File: config.mk
export PLATFORM = sky130hd
export DESIGN_NAME = scpu_debug_ctrl
export DESIGN_NICKNAME = d
export VERILOG_FILES = /design/src/rtl/scpu_dbg_pkg.sv /design/src/rtl/scpu_debug_ctrl_bp.sv /design/src/rtl/scpu_debug_ctrl.sv
export SDC_FILE = /design/constraint.sdc
export NUM_CORES = 1
export LEC_CHECK = 0
export ABC_AREA = 1
export ABC_CLOCK_PERIOD_IN_PS = 5900
export CAP_MARGIN = 20
export CORE_ASPECT_RATIO = 1.75
export CORE_MARGIN = 2
export CORE_UTILIZATION = 30
export CTS_CLUSTER_SIZE = 12
export DETAILED_ROUTE_END_ITERATION = 6
export DONT_BUFFER_PORTS = 1
export SKIP_LAST_GASP = 1
export SYNTH_ARGS = -nofsm -noshare
export SYNTH_HDL_FRONTEND = slang
export SYNTH_HIERARCHICAL = 1
export SYNTH_SLANG_ARGS = --single-unit
export TNS_END_PERCENT = 10
File: constraint.sdc
create_clock -name clk -period 5.9 [get_ports clk]
set_input_delay 0.59 -clock clk [delete_from_list [all_inputs] [get_ports clk]]
set_output_delay 0.59 -clock clk [all_outputs]
set_load 0.1 [all_outputs]
File: src/rtl/scpu_dbg_pkg.sv
// Shared types for the scpu run-control sequencer: FSM states, host opcodes
// and the reason the core last stopped.
package scpu_dbg_pkg;

  typedef enum logic [1:0] {
    ST_HALTED = 2'd0,
    ST_RUN    = 2'd1,
    ST_STEP   = 2'd2,
    ST_DUMP   = 2'd3
  } dbg_state_e;

  typedef enum logic [2:0] {
    CMD_NOP   = 3'd0,
    CMD_RUN   = 3'd1,
    CMD_HALT  = 3'd2,
    CMD_STEP  = 3'd3,
    CMD_DUMP  = 3'd4,
    CMD_SETBP = 3'd5,
    CMD_CLRBP = 3'd6,
    CMD_NOP7  = 3'd7
  } dbg_cmd_e;

  typedef enum logic [1:0] {
    CAUSE_RESET = 2'd0,
    CAUSE_CMD   = 2'd1,
    CAUSE_BP    = 2'd2,
    CAUSE_HLT   = 2'd3
  } stop_cause_e;

endpackage

File: src/rtl/scpu_debug_ctrl_bp.sv
// PC breakpoint slots: per-slot address and valid bit with set/clear, plus a
// combinational match against the executing PC (suppressed while skip is set).
module scpu_bp_unit #(
  parameter int unsigned NUM_BP = 2,
  parameter int unsigned BP_AW  = 1
) (
  input  logic             clk,
  input  logic             reset,
  input  logic             set_en,
  input  logic             clr_en,
  input  logic [BP_AW-1:0] slot,
  input  logic [31:0]      arg,
  input  logic [31:0]      pc,
  input  logic             skip,
  output logic             hit
);

  logic [NUM_BP-1:0] bp_valid;
  logic [31:0]       bp_pc [NUM_BP];
  logic [NUM_BP-1:0] match;

  always_ff @(posedge clk or posedge reset) begin
    if (reset) begin
      bp_valid <= '0;
    end else if (set_en) begin
      bp_valid[slot] <= 1'b1;
    end else if (clr_en) begin
      bp_valid[slot] <= 1'b0;
    end
  end

  // Addresses are only meaningful once their valid bit is set, so no reset.
  always_ff @(posedge clk) begin
    if (set_en) begin
      bp_pc[slot] <= arg;
    end
  end

  for (genvar g = 0; g < NUM_BP; g++) begin : g_cmp
    assign match[g] = bp_valid[g] && (bp_pc[g] == pc);
  end

  assign hit = (|match) && !skip;

endmodule

File: src/rtl/scpu_debug_ctrl.sv
// Run-control sequencer for scpu: gates the core clock-enable for run/step,
// stops on breakpoints or hlt, and streams the register file out on dump.
module scpu_debug_ctrl
  import scpu_dbg_pkg::*;
#(
  parameter int unsigned NREGS  = 32,
  parameter int unsigned REG_AW = 5,
  parameter int unsigned NUM_BP = 2,
  parameter int unsigned BP_AW  = 1
) (
  input  logic              clk,
  input  logic              reset,
  input  logic              cmd_valid,
  output logic              cmd_ready,
  input  logic [2:0]        cmd_op,
  input  logic [BP_AW-1:0]  cmd_slot,
  input  logic [31:0]       cmd_arg,
  output logic              cpu_en,
  input  logic [31:0]       cpu_pc,
  input  logic              cpu_halt,
  input  logic              cpu_dump,
  output logic [REG_AW-1:0] reg_raddr,
  input  logic [31:0]       reg_rdata,
  output logic              dump_valid,
  input  logic              dump_ready,
  output logic [31:0]       dump_data,
  output logic              dump_last,
  output logic [1:0]        status,
  output logic [1:0]        stop_cause
);

  dbg_state_e  state, state_n;
  dbg_state_e  ret_state, ret_state_n;
  stop_cause_e cause, cause_n;
  logic        skip_bp, skip_bp_n;
  logic [REG_AW-1:0] idx, idx_n;

  dbg_cmd_e op;
  logic     cmd_fire;
  logic     bp_hit;
  logic     is_last;

  assign op        = dbg_cmd_e'(cmd_op);
  assign cmd_ready = (state == ST_HALTED) || (state == ST_RUN);
  assign cmd_fire  = cmd_valid && cmd_ready;
  assign is_last   = (idx == REG_AW'(NREGS - 1));

  scpu_bp_unit #(
    .NUM_BP (NUM_BP),
    .BP_AW  (BP_AW)
  ) u_bp (
    .clk    (clk),
    .reset  (reset),
    .set_en (cmd_fire && (op == CMD_SETBP)),
    .clr_en (cmd_fire && (op == CMD_CLRBP)),
    .slot   (cmd_slot),
    .arg    (cmd_arg),
    .pc     (cpu_pc),
    .skip   (skip_bp),
    .hit    (bp_hit)
  );

  always_ff @(posedge clk or posedge reset) begin
    if (reset) begin
      state     <= ST_HALTED;
      ret_state <= ST_HALTED;
      cause     <= CAUSE_RESET;
      skip_bp   <= 1'b0;
      idx       <= '0;
    end else begin
      state     <= state_n;
      ret_state <= ret_state_n;
      cause     <= cause_n;
      skip_bp   <= skip_bp_n;
      idx       <= idx_n;
    end
  end

  always_comb begin
    state_n     = state;
    ret_state_n = ret_state;
    cause_n     = cause;
    skip_bp_n   = skip_bp;
    idx_n       = idx;
    cpu_en      = 1'b0;
    dump_valid  = 1'b0;
    dump_last   = 1'b0;

    unique case (state)
      ST_HALTED: begin
        if (cmd_fire) begin
          case (op)
            CMD_RUN: begin
              if (!cpu_halt) begin
                state_n   = ST_RUN;
                skip_bp_n = 1'b1;
              end
            end
            CMD_STEP: begin
              if (!cpu_halt) state_n = ST_STEP;
            end
            CMD_DUMP: begin
              state_n     = ST_DUMP;
              ret_state_n = ST_HALTED;
            end
            default: ;
          endcase
        end
      end

      ST_RUN: begin
        cpu_en    = !bp_hit && !cpu_halt;
        // Skip only covers the first cycle so a run can resume off a breakpoint PC.
        skip_bp_n = 1'b0;
        if (cpu_halt) begin
          state_n = ST_HALTED;
          cause_n = CAUSE_HLT;
        end else if (bp_hit) begin
          state_n = ST_HALTED;
          cause_n = CAUSE_BP;
        end else if (cmd_fire && (op == CMD_HALT)) begin
          state_n = ST_HALTED;
          cause_n = CAUSE_CMD;
        end else if (cpu_dump || (cmd_fire && (op == CMD_DUMP))) begin
          state_n     = ST_DUMP;
          ret_state_n = ST_RUN;
        end
      end

      ST_STEP: begin
        cpu_en = !cpu_halt;
        if (cpu_halt) begin
          state_n = ST_HALTED;
          cause_n = CAUSE_HLT;
        end else if (cpu_dump) begin
          state_n     = ST_DUMP;
          ret_state_n = ST_HALTED;
          cause_n     = CAUSE_CMD;
        end else begin
          state_n = ST_HALTED;
          cause_n = CAUSE_CMD;
        end
      end

      ST_DUMP: begin
        dump_valid = 1'b1;
        dump_last  = is_last;
        if (dump_ready) begin
          if (is_last) begin
            idx_n   = '0;
            state_n = ret_state;
            if (ret_state == ST_RUN) skip_bp_n = 1'b1;
          end else begin
            idx_n = idx + REG_AW'(1);
          end
        end
      end

      default: ;
    endcase
  end

  assign reg_raddr  = idx;
  assign dump_data  = reg_rdata;
  assign status     = 2'(state);
  assign stop_cause = 2'(cause);

endmodule

Yosys cells after proc, flatten, opt, wreduce, memory -nomap -nowiden
Memory sizes are Yosys's and may differ from the RTL's.
Index checks and enable logic that the tools add are counted.
{"block": "word_totals", "mem_bits_rw": 64, "output_inout_bits": 45, "mem_count": 1, "word_cells": 114, "regBits": 14}
{"memory": "u_bp.bp_pc", "depth": 2, "width": 32, "rd": 2, "rd_clocked_by_memory_dff": 0, "write_ports": 1, "line": "scpu_debug_ctrl_bp.sv:19", "source": "logic [31:0] bp_pc [NUM_BP];"}
{"block": "op_classes", "n_mux": 44, "bitwise_logic": 3, "eq_ne": 31, "add_sub_neg": 1, "reduce_logical": 26, "n_lt_le_gt_ge": 2}
{"op": "32-bit equality test", "count": 2}
{"op": "2-bit two-way mux", "count": 25}
{"op": "2-bit != test (second input constant)", "count": 10}
{"op": "7-bit AND reduction", "count": 2}
{"op": "2-bit one-hot mux with 3 select lines", "count": 2}
{"op": "1-bit two-way mux", "count": 11}
{"op": "1-bit logical AND", "count": 10}
{"op": "3-bit equality test (second input constant)", "count": 3}
{"op": "9-bit AND reduction", "count": 1}
{"op": "2-bit one-hot mux with 4 select lines", "count": 1}
{"op": "3-bit by 2-bit equality test with 1-bit output (second input constant)", "count": 2}
{"op": "2-bit by 1-bit != test with 1-bit output (second input constant)", "count": 3}
{"op": "3-bit != test (second input constant)", "count": 2}
{"op": "3-bit nonzero test", "count": 2}
{"op": "5-bit by 1-bit adder with 5-bit output (second input constant)", "count": 1}
{"op": "5-bit equality test (second input constant)", "count": 1}
{"op": "5-bit two-way mux", "count": 1}
{"op": "5-bit by 3-bit != test with 1-bit output (second input constant)", "count": 1}
{"op": "2-bit by 1-bit equality test with 1-bit output (second input constant)", "count": 2}
{"op": "2-bit equality test (second input constant)", "count": 2}
{"op": "4-bit by 1-bit != test with 1-bit output (second input constant)", "count": 1}
{"op": "4-bit by 3-bit != test with 1-bit output (second input constant)", "count": 1}
{"op": "2-bit one-hot mux with 2 select lines", "count": 1}
{"op": "2-bit AND reduction", "count": 2}
{"op": "14 further kinds", "count": 18}

Logic depth before layout (Yosys ltp)
{"block": "logic_depth", "ltp_word": 10, "depth_mapped": 19, "ltp_nobuf": 19}

Cells and area by module
The synthesis kept the hierarchy.
{"mod": "scpu_bp_unit", "cells_each": 322, "instances": 1, "seq_area_each_um2": 1971.9, "area_per_inst_um2": 3072.9}
{"mod": "scpu_debug_ctrl", "cells_each": 172, "instances": 1, "seq_area_each_um2": 275.3, "area_per_inst_um2": 1126.1}

Worst setup path before layout
Ideal clock, no wire load.
{"block": "synth_path", "path_kind": "reg2out", "from": "reg state[0] (netlist: status[0])", "to": "out cpu_en", "setup_slack_ns": 2.334, "path_stages_with_launch": 4, "arrival_ns": 2.976, "t_required_ns": 5.310, "cell_sequence": "dfrtp_1 -> ha_1 -> nand2_1 -> a21oi_1"}
{"block": "synth_via", "elab_chain_cells": 2, "word_cells_on_any_way": 3, "cone_classes": "2 x eq/ne; 1 x mux"}
{"item": "start, declared", "line": "scpu_debug_ctrl.sv:32", "source": "dbg_state_e state, state_n;"}
{"item": "start signal, assigned", "line": "scpu_debug_ctrl.sv:71", "source": "state <= state_n;"}
{"item": "2-bit equality test or 2-bit by 1-bit equality test with 1-bit output (tied branches)", "line": "scpu_debug_ctrl.sv:89", "source": "unique case (state)"}
{"item": "1-bit one-hot mux with 2 select lines (*)", "line": "scpu_debug_ctrl.sv:89"}
{"item": "end, declared", "line": "scpu_debug_ctrl.sv:18", "source": "output logic cpu_en,"}
Mark *: on every way between the ends. The rest lies on a longest branch, timed or not.

Worst setup path after layout
{"block": "layout_path", "from": "reg state[0] (netlist: status[0])", "to": "out dump_last"}
{"block": "layout_via", "elab_chain_cells": 2}
{"item": "2-bit equality test", "line": "scpu_debug_ctrl.sv:89"}
{"item": "1-bit two-way mux", "line": "scpu_debug_ctrl.sv:89"}
{"item": "end, declared", "line": "scpu_debug_ctrl.sv:27", "source": "output logic dump_last,"}
Every way passes these cells.

==> results by group <==
Floorplan
  – X dimension of the die: around 93 microns
  – Count of boundary I/O pins: 151
  – Die outline area: around 15000 sq um
  – Core area: 13800 sq um
  – Die H: between 150 and 200 microns
  – Starting utilization of the core area: 0.305
  – Site row count: 57

Power and ir drop
  – Lkg Pwr: 0.00197 uW
  – Internal power summed over all cells: 1030 uW
  – Switching power share of the total: 0.414
  – Maximum ir drop on the vdd rail: 0.322 mV
  – Switching power total: 728 uW
  – Gate power share: 0.218
  – Pwr/cell area: 395 nW/um^2
  – Sequential share of power: 0.513
  – Part of the power in the clock network: 0.269

Clocking
  – Clock network latency to the later pin of the worst-skew pair: 330 ps
  – Clock tree from TritonCTS: done
  – Clock transition at path regs: approximately 60 ps
  – Total of cells resized after clock tree synthesis: 0
  – Clock sink count: 77
  – Root Buffer: sky130_fd_sc_hd__clkbuf_16
  – CTS H-tree depth: 3
  – Deepest clock path buffer count: 2
  – CTS buffer count: 9

Timing
  – Worst-case setup margin in the final layout: 2150 ps
  – Fraction of the cycle the final worst path needs: 0.636
  – Total Neg Setup Slack: 0 ps
  – Final critical-path required period: ~3800 ps
  – RSZ-0062 raised after global routing: no
  – Final-report max-slew violation count: 0
  – Timing-limited maximum frequency: 0.267 GHz
  – Slew at the pin with the worst max-slew slack: approximately 1200 ps
  – Final Hold Viols: 0
  – Endpoints failing setup: 0
  – Clock Skew: 7.10 ps
  – Worst slack on hold paths: 157 ps
  – Slew HR: 0.211

Logic synthesis
  – Mean instance size in the synthesized netlist: 8.50 sq um
  – Number of instances in the synthesized netlist: approximately 490
  – Mapped Area: about 4200 sq um
  – FF+latch count, synth: 77
  – Syn_nets: 606
  – Number of distinct standard cells referenced by the synthesized netlist: 25
  – Fraction of the yosys area taken by sequential cells: 0.535
  – Synthesis Warnings: 6

Placement
  – Placed wire-length estimate: 8280 microns
  – Place WS: 2510 ps
  – Number of input and output port buffers inserted: 0
  – Post-detailed-placement cell area: between 4000 and 5000 sq um
  – Weighted congestion at the end of routability-driven global placement: 0.856

Setup path
  – Worst-path maximum fanout: 6
  – Crit. End Element: output pin
  – WS Path Type: reg -> out
  – Worst EP arrival: 3160 ps
  – Reg2reg path depth: 6
  – Data required, critical path: 5310 ps
  – CP Launch Type: register

Routing
  – Routed len/inst: 15.7 microns
  – Remaining number of nets flagged by the antenna check after routing: 0
  – First-pass iteration count of the detailed router: 4
  – Mean number of vias per cell: 4.44
  – Drt initial violations: 113
  – DRC violations left: 0
  – Total Routed Length: ~10000 microns
  – Detailed-route via count: ~3k

GRT
  – Largest net degree at the start of global routing: 33
  – Remaining global-route overflow: 0
  – Via count of the first global-routing pass: ~3.0k
  – Number of antenna violations at the first check in global routing: 0
  – GRT Resource Usage Total: 0.139
  – Wire length of the first global-routing pass: about 15000 microns

Min path
  – Kind of path behind the tightest hold check: in -> async

Final layout
  – Synth-to-Final Area Change: 6.02%
  – Non-Filler Cell Area, Final: 4450 sq um
  – Proportion of layout cells with a drive suffix above 1: 0.0583
  – Total number of nets in the final design: 587
  – Post-layout utilization of the core: 0.323
  – Antenna diode instance count: 0

Status
  – Result of the run: finished clean

Flow run
  – Max-cap violations: 0
## final timing paths
path                        startpoint  slack [ps]                         end
min reg2reg                    skip_bp         500                     skip_bp
max                          status[0]        2150                   dump_last
min                              reset         160                   status[1]
max in group asynchronous        reset        5200  asynchronous set/reset pin
max reg2reg                  status[0]        2900                reg_raddr[3]
min in group clk           cmd_arg[26]         350           u_bp/bp_pc[1][26]
## registers in the layout (all words and copies together) (netlist names), named ones only
register / count
reg_raddr: 5
ret_state: 1
skip_bp: 1
status: 2
stop_cause: 2
u_bp/bp_pc: 64
## worst max-delay path, cell delays in order (launching register included)
cell,delay (ps)
sky130_fd_sc_hd__dfrtp_1,1010
sky130_fd_sc_hd__ha_1,1060
sky130_fd_sc_hd__nand2_1,120
sky130_fd_sc_hd__inv_1,640
## area by class of cell
| cell class | instances | area (sq um) |
|---|---|---|
| clock buffers | 12 | 236 |
| multi-input cells | 299 | 1390 |
| inverters | 85 | 319 |
| repair buffers | 3 | 25.0 |
| fillers | 1421 | 9310 |
| clock inverters | 4 | 15.0 |
| well taps | 177 | 221 |
| flip-flops and latches | 77 | 2250 |
## power by group through the flow
stage	clock, uW	combinational [uW]	sequential [uW]
after floorplan	0	422	898
after global placement	0	363	909
after detailed placement	0	380	911
after CTS	484	381	901
after global routing	505	419	909
final	474	383	901
## stage by stage
stage / power (uW) / cells
detailed placement: 1290 / 640
global route: 1830 / 657
global placement: 1270 / 640
CTS: 1770 / 657
finish: 1760 / 657
floorplan: 1320 / 494
## synth_stat cells
cell | count | share of area
sky130_fd_sc_hd__ha_1 | 6 | 0.018
sky130_fd_sc_hd__nand2_2 | 2 | 0.0030
sky130_fd_sc_hd__inv_2 | 10 | 0.0089
sky130_fd_sc_hd__buf_4 | 32 | 0.057
sky130_fd_sc_hd__o21bai_1 | 1 | 0.0018
sky130_fd_sc_hd__nand2_1 | 158 | 0.14
sky130_fd_sc_hd__xnor2_1 | 11 | 0.023
sky130_fd_sc_hd__inv_1 | 74 | 0.066
sky130_fd_sc_hd__nand3_1 | 11 | 0.013
sky130_fd_sc_hd__clkinv_1 | 1 | 0.00089
sky130_fd_sc_hd__a21oi_1 | 6 | 0.0072
sky130_fd_sc_hd__nor2_4 | 1 | 0.0027
sky130_fd_sc_hd__a21boi_0 | 1 | 0.0018
sky130_fd_sc_hd__nor2_1 | 54 | 0.048
sky130_fd_sc_hd__buf_6 | 1 | 0.0027
sky130_fd_sc_hd__o211ai_1 | 2 | 0.0036
sky130_fd_sc_hd__xor2_1 | 8 | 0.017
sky130_fd_sc_hd__edfxtp_1 | 64 | 0.46
sky130_fd_sc_hd__o21ai_4 | 1 | 0.0039
sky130_fd_sc_hd__nor2_2 | 1 | 0.0015
sky130_fd_sc_hd__nor3_1 | 6 | 0.0072
sky130_fd_sc_hd__dfrtp_1 | 13 | 0.077
sky130_fd_sc_hd__o21ai_0 | 16 | 0.019
sky130_fd_sc_hd__o21ai_1 | 12 | 0.014
sky130_fd_sc_hd__nor4_1 | 2 | 0.0030
## layout by cell type (no fill, tap or decap), types with 3 or more instances in the layout
| cell type | instances |
|---|---|
| sky130_fd_sc_hd__inv_1 | 74 |
| sky130_fd_sc_hd__nor2_1 | 53 |
| sky130_fd_sc_hd__xor2_1 | 8 |
| sky130_fd_sc_hd__nand2_1 | 158 |
| sky130_fd_sc_hd__nand3_1 | 11 |
| sky130_fd_sc_hd__clkinv_1 | 5 |
| sky130_fd_sc_hd__dfrtp_1 | 13 |
| sky130_fd_sc_hd__o21ai_0 | 16 |
| sky130_fd_sc_hd__clkbuf_1 | 3 |
| sky130_fd_sc_hd__xnor2_1 | 11 |
| sky130_fd_sc_hd__nor3_1 | 6 |
| sky130_fd_sc_hd__a21oi_1 | 5 |
| sky130_fd_sc_hd__inv_2 | 10 |
| sky130_fd_sc_hd__edfxtp_1 | 64 |
| sky130_fd_sc_hd__o21ai_1 | 12 |
| sky130_fd_sc_hd__clkbuf_16 | 9 |
| sky130_fd_sc_hd__ha_1 | 6 |
## repair_timing
item                      in CTS  in global routing
hold endpoints to repair       2                  0
hold buffers                   1                  0
setup buffers                  0                  0
## cells by family (layout without fill, tap and decap cells)
kind of cell               Yosys count  count (layout)  share of synthesized area
AOI/OAI and AO/OA                   39              39                     0.0516
xor gates and xnor gates            19              19                     0.0396
adders and majority gates            6               6                     0.0179
buffers and inverters              118             104                      0.136
DFF                                 77              77                      0.535
and+or+nand+nor                    235             235                      0.220
## per-layer routing
layer	track usage	vias to the layer above	part of all wire
met5	0	-	0
li1	-	1463	-
met4	0.0802	0	0.042
met1	0.105	1317	0.28
met2	0.267	96	0.55
met3	0.0661	39	0.12
Note: power is estimated with default switching activity, not from simulation.
==> RTL change 1, RTL diff (same settings) <==
Put a register stage on the output `status`, cleared by the reset. The value now appears one clock later. The other outputs are not delayed to match.
--- a/src/rtl/scpu_debug_ctrl.sv
+++ b/src/rtl/scpu_debug_ctrl.sv
@@ -162,7 +162,13 @@
 
   assign reg_raddr  = idx;
   assign dump_data  = reg_rdata;
-  assign status     = 2'(state);
+  always_ff @(posedge clk or posedge reset) begin
+    if (reset) begin
+      status <= '0;
+    end else begin
+      status <= 2'(state);
+    end
+  end
   assign stop_cause = 2'(cause);
 
 endmodule
Formal check against the unedited RTL: not equivalent (a bounded check fails within 4 cycles, from zero or initial values and one cycle with reset high).
==> RTL change 1 against the unedited design <==
- synthesized area up 1.4%
- wire length up 0.83%
- sequential share of layout area up 0.21 points
- sequential cell count up 2
- final area up 1.8%
- critical path type unchanged
- worst hold slack better by 27 ps
- largest cell class unchanged
- via count about the same
- setup slack better by 380 ps
- critical endpoint unchanged
- total power down 0.94%
- highest routed layer unchanged
- die area up 1.3%
==> RTL change 1: results (changes against the unedited design) <==
| Metric | Value |
|---|---|
| Switching power | 0.680 mW (-6.6%) |
| Die ar. | 15200 um^2 (+1.3%) |
| Clk power | 0.498 mW (+5.1%) |
| Measured slew at the worst slew-check pin | 1170 ps (-12.7 ps) |
| Biggest cell delay along the critical path | 990 ps (-70 ps) |
| Reported sequential group power | 0.875 mW (-2.9%) |
| Count of cell types in the netlist | 26 (+4.0%) |
| Wire length on met2 | 5520 um (-3.3%) |
| Sequential area share after synthesis | 54.0% (+0.45 points) |
| Critical path arrival | 2780 ps (-380 ps) |
| GRT met3 Usage | 6.20% (-0.41 points) |
| Sw Ratio | 39.1% (-2.4 points) |
| Worst-case setup margin in the final layout | 2530 ps (+377 ps) |
| Met1 routed wirelength after detailed routing | 3030 um (+3.6%) |
| Critical Path Slowest Stage Cell | dfrtp_1 |
| Non-Filler Instances | 661 (+0.61%) |
| Clk_skew | 5.39 ps (-1.70 ps) |
| Setup slack of the worst register-to-register path | 3340 ps (+440 ps) |
| Gr usage total | 14.3% (+0.47 points) |
| Vias in the first global route | 3046 (+1.2%) |
| Fraction of layout instances using a drive strength above 1 | 6.40% (+0.57 points) |
| Outcome | completed |
| Dpl ws | 2800 ps (+284 ps) |
| Synth async-reset ratio | 19.0% (+2.1 points) |
| Leakage power total | 2.03 nW (+3.1%) |
| Final #Nets | 591 (+0.68%) |
| Maximum net fanout on the critical path | 5 (-1) |
| Number of fillers in the final layout | 1426 (+0.35%) |
| Average instance area after synthesis | 8.56 um^2 (+0.76%) |
| Iter 0 DRT Violations | 92 (-19%) |
| Biggest area contributors in the synthesized netlist | edfxtp_1, nand2_1, dfrtp_1 |
| Commonest cells post-synth | nand2_1, inv_1, edfxtp_1, nor2_1, buf_4 |
| Worst-case reg-to-reg path depth | 11 (+5) |
| Last weighted congestion value of the routability-driven placer | 0.864 (+0.91%) |
| Area growth, synth to finish | 6.47% |
| Met1 capacity usage during global routing | 12.1% (+1.5 points) |
| Routed via count | 2916 (+0.034%) |
| Detail Placement HPWL | 8360 um (+0.99%) |
| Global Route met2 Usage | 25.5% (-1.3 points) |
| Worst hold slack | 184 ps (+27.5 ps) |
| Post-synth net total | 609 (+0.50%) |
| Max VDD drop | 297 uV (-7.8%) |
| Placed Instance Area | 4260 um^2 (+1.6%) |
## RTL change 1: cell count changes after synthesis, moves of 2 or more
cell and change:
nand3_1 -2, nand4_1 +2, nor2_2 +3, dfrtp_1 +2, o21ai_1 -2, inv_1 +2
nor2_1 -4, o21ai_0 -2, nand2_1 +4, inv_2 -2
## RTL change 1: critical path, delay by kind of cell, from the launching register on
family	cells	cell delay, ps
fa+ha+maj	2	580
buf+inv	1	610
flops	1	990
simple gates	3	280
## RTL change 1: final cells by class
cell class | count | area share (%)
repair buffers | 4 | 0.718
clock buffers | 15 | 5.69
clock inverters | 1 | 0.110
well taps | 177 | 4.89
flip-flops and latches | 79 | 50.7
inverters | 84 | 6.96
multi-input cells | 301 | 30.9
## RTL change 1: logic make-up after synthesis
logic type                 Yosys count  synth area share (%)
AOI/OAI and AO/OA                   39                  5.11
xor gates and xnor gates            19                  3.91
adders and majority gates            6                  1.76
buffers and inverters              117                  13.2
DFF                                 79                  54.0
and+or+nand+nor                    237                  22.0
==> RTL change 2, RTL diff (config.mk and constraints unchanged) <==
Without the edit above. Change the parameter `REG_AW` from 5 to 4.
--- a/src/rtl/scpu_debug_ctrl.sv
+++ b/src/rtl/scpu_debug_ctrl.sv
@@ -4,7 +4,7 @@
   import scpu_dbg_pkg::*;
 #(
   parameter int unsigned NREGS  = 32,
-  parameter int unsigned REG_AW = 5,
+  parameter int unsigned REG_AW = 4,
   parameter int unsigned NUM_BP = 2,
   parameter int unsigned BP_AW  = 1
 ) (
Interface: changed (resized reg_raddr); port bits go from 151 to 150. No check against the original RTL was run, so the function may have changed too.
==> RTL change 2 against the unedited design <==
- synthesized area fell by 1.4%
- setup slack lost 350 ps
- wire length fell by 2.4%
- global-route usage is 0.17 points higher
- die area decreased by 1.3%
- synthesized cell count is 1.6% lower
- combinational power about the same
- sequential cell count is 1 lower
- worst hold slack got worse by 20 ps
- largest power group unchanged
- final area decreased by 1.2%
- clock power about the same
- core utilization rose by 0.34 points
- total power decreased by 2.9%
==> RTL change 2: results (changes against the unedited design) <==
| Metric | Value |
|---|---|
| Final #Nets | 578 (-1.5%) |
| Critical Path Slowest Stage Cell | dfrtp_1 |
| Fraction of layout instances using a drive strength above 1 | 6.36% (+0.52 points) |
| Post-synth net total | 597 (-1.5%) |
| Measured slew at the worst slew-check pin | 1170 ps (-11.6 ps) |
| First-pass DRT Iterations | 6 (+2) |
| Setup slack of the worst register-to-register path | 2840 ps (-60 ps) |
| Worst-case reg-to-reg path depth | 9 (+3) |
| Iter 0 DRT Violations | 144 (+27%) |
| Dpl ws | 2150 ps (-366 ps) |
| Clk_skew | 6.10 ps (-0.996 ps) |
| # placed instances | 629 (-1.7%) |
| Sequential area share after synthesis | 53.7% (+0.16 points) |
| Placed Instance Area | 4130 um^2 (-1.3%) |
| Non-Filler Instances | 646 (-1.7%) |
| Max VDD drop | 353 uV (+9.6%) |
| F_max | 244 MHz (-8.5%) |
| Detail Placement HPWL | 8130 um (-1.8%) |
| Commonest cells post-synth | nand2_1, inv_1, edfxtp_1, nor2_1, buf_4 |
| Global-route wire length before repair | 15500 um (+2.5%) |
| GRT met3 Usage | 6.34% (-0.27 points) |
| End of the worst register-to-register path | status[1]$_DFFE_PP0P_ |
| Outcome | completed |
| Synth async-reset ratio | 15.8% (-1.1 points) |
| Per-cell routed wire length | 15.6 um (-0.76%) |
| Routed via count | 2858 (-2.0%) |
| Biggest area contributors in the synthesized netlist | edfxtp_1, nand2_1, dfrtp_1 |
[RTL change 2: cell count changes after synthesis, sizes merged, moves of 2 or more]
cell / delta
a21oi: -2
o21ai: -2
nor2: -3
inv: -3
nand2: +2
[RTL change 2: worst max-delay path by stage]
stage               cells past startpoint         to                   from
finish                                  3  dump_last  status[0]$_DFFE_PP0P_
global route                            3  dump_last  status[0]$_DFFE_PP0P_
CTS                                     3  dump_last  status[1]$_DFFE_PP0P_
detailed placement                      3  dump_last  status[1]$_DFFE_PP0P_
global placement                        3  dump_last  status[1]$_DFFE_PP0P_
floorplan                               3     cpu_en  status[0]$_DFFE_PP0P_
[RTL change 2: cell type report]
cell class	count	area, um^2	area share, %
multi-input cells	296	1380	31.3
clock buffers	12	236	5.38
flip-flops and latches	76	2220	50.5
clock inverters	4	16.3	0.370
inverters	81	304	6.92
repair buffers	3	25.0	0.569
well taps	174	218	4.95
[RTL change 2: cell families after synthesis]
logic type,Yosys count,synth area share [%]
simple gates,235,22.5
fa+ha+maj,5,1.51
flops,76,53.7
compound gates,36,4.74
xor+xnor,20,4.23
buf+inv,114,13.3
[RTL change 2: layer usage]
metal  vias up  routed length [um]  part of all wire (%)
met5         -                   0                     0
met4         0                 292                   2.9
met3        33                1120                    11
met2        93                5570                    55
met1      1291                3080                    31
li1       1441                   -                     -
[RTL change 2: power breakdown]
part	switching (mW)	total, mW	internal, mW	leakage, nW
clock network	0.194	0.474	0.280	0.123
logic	0.273	0.383	0.110	1.09
registers	0.220	0.849	0.629	0.727
total	0.687	1.71	1.02	1.94
[RTL change 2: repair_timing]
action | 4_1_cts | 5_1_grt
endpoints found under the hold margin | 2 | 0
hold buffers | 1 | 0
resized for setup | 0 | 0
[RTL change 2: critical path, delay by kind of cell, from the launching register on]
family	cells	cell delay (ps)
flip-flops	1	1000
adder cells (fa/ha/maj)	1	1000
AND/OR/NAND/NOR	1	890
buffers and inverters	1	280
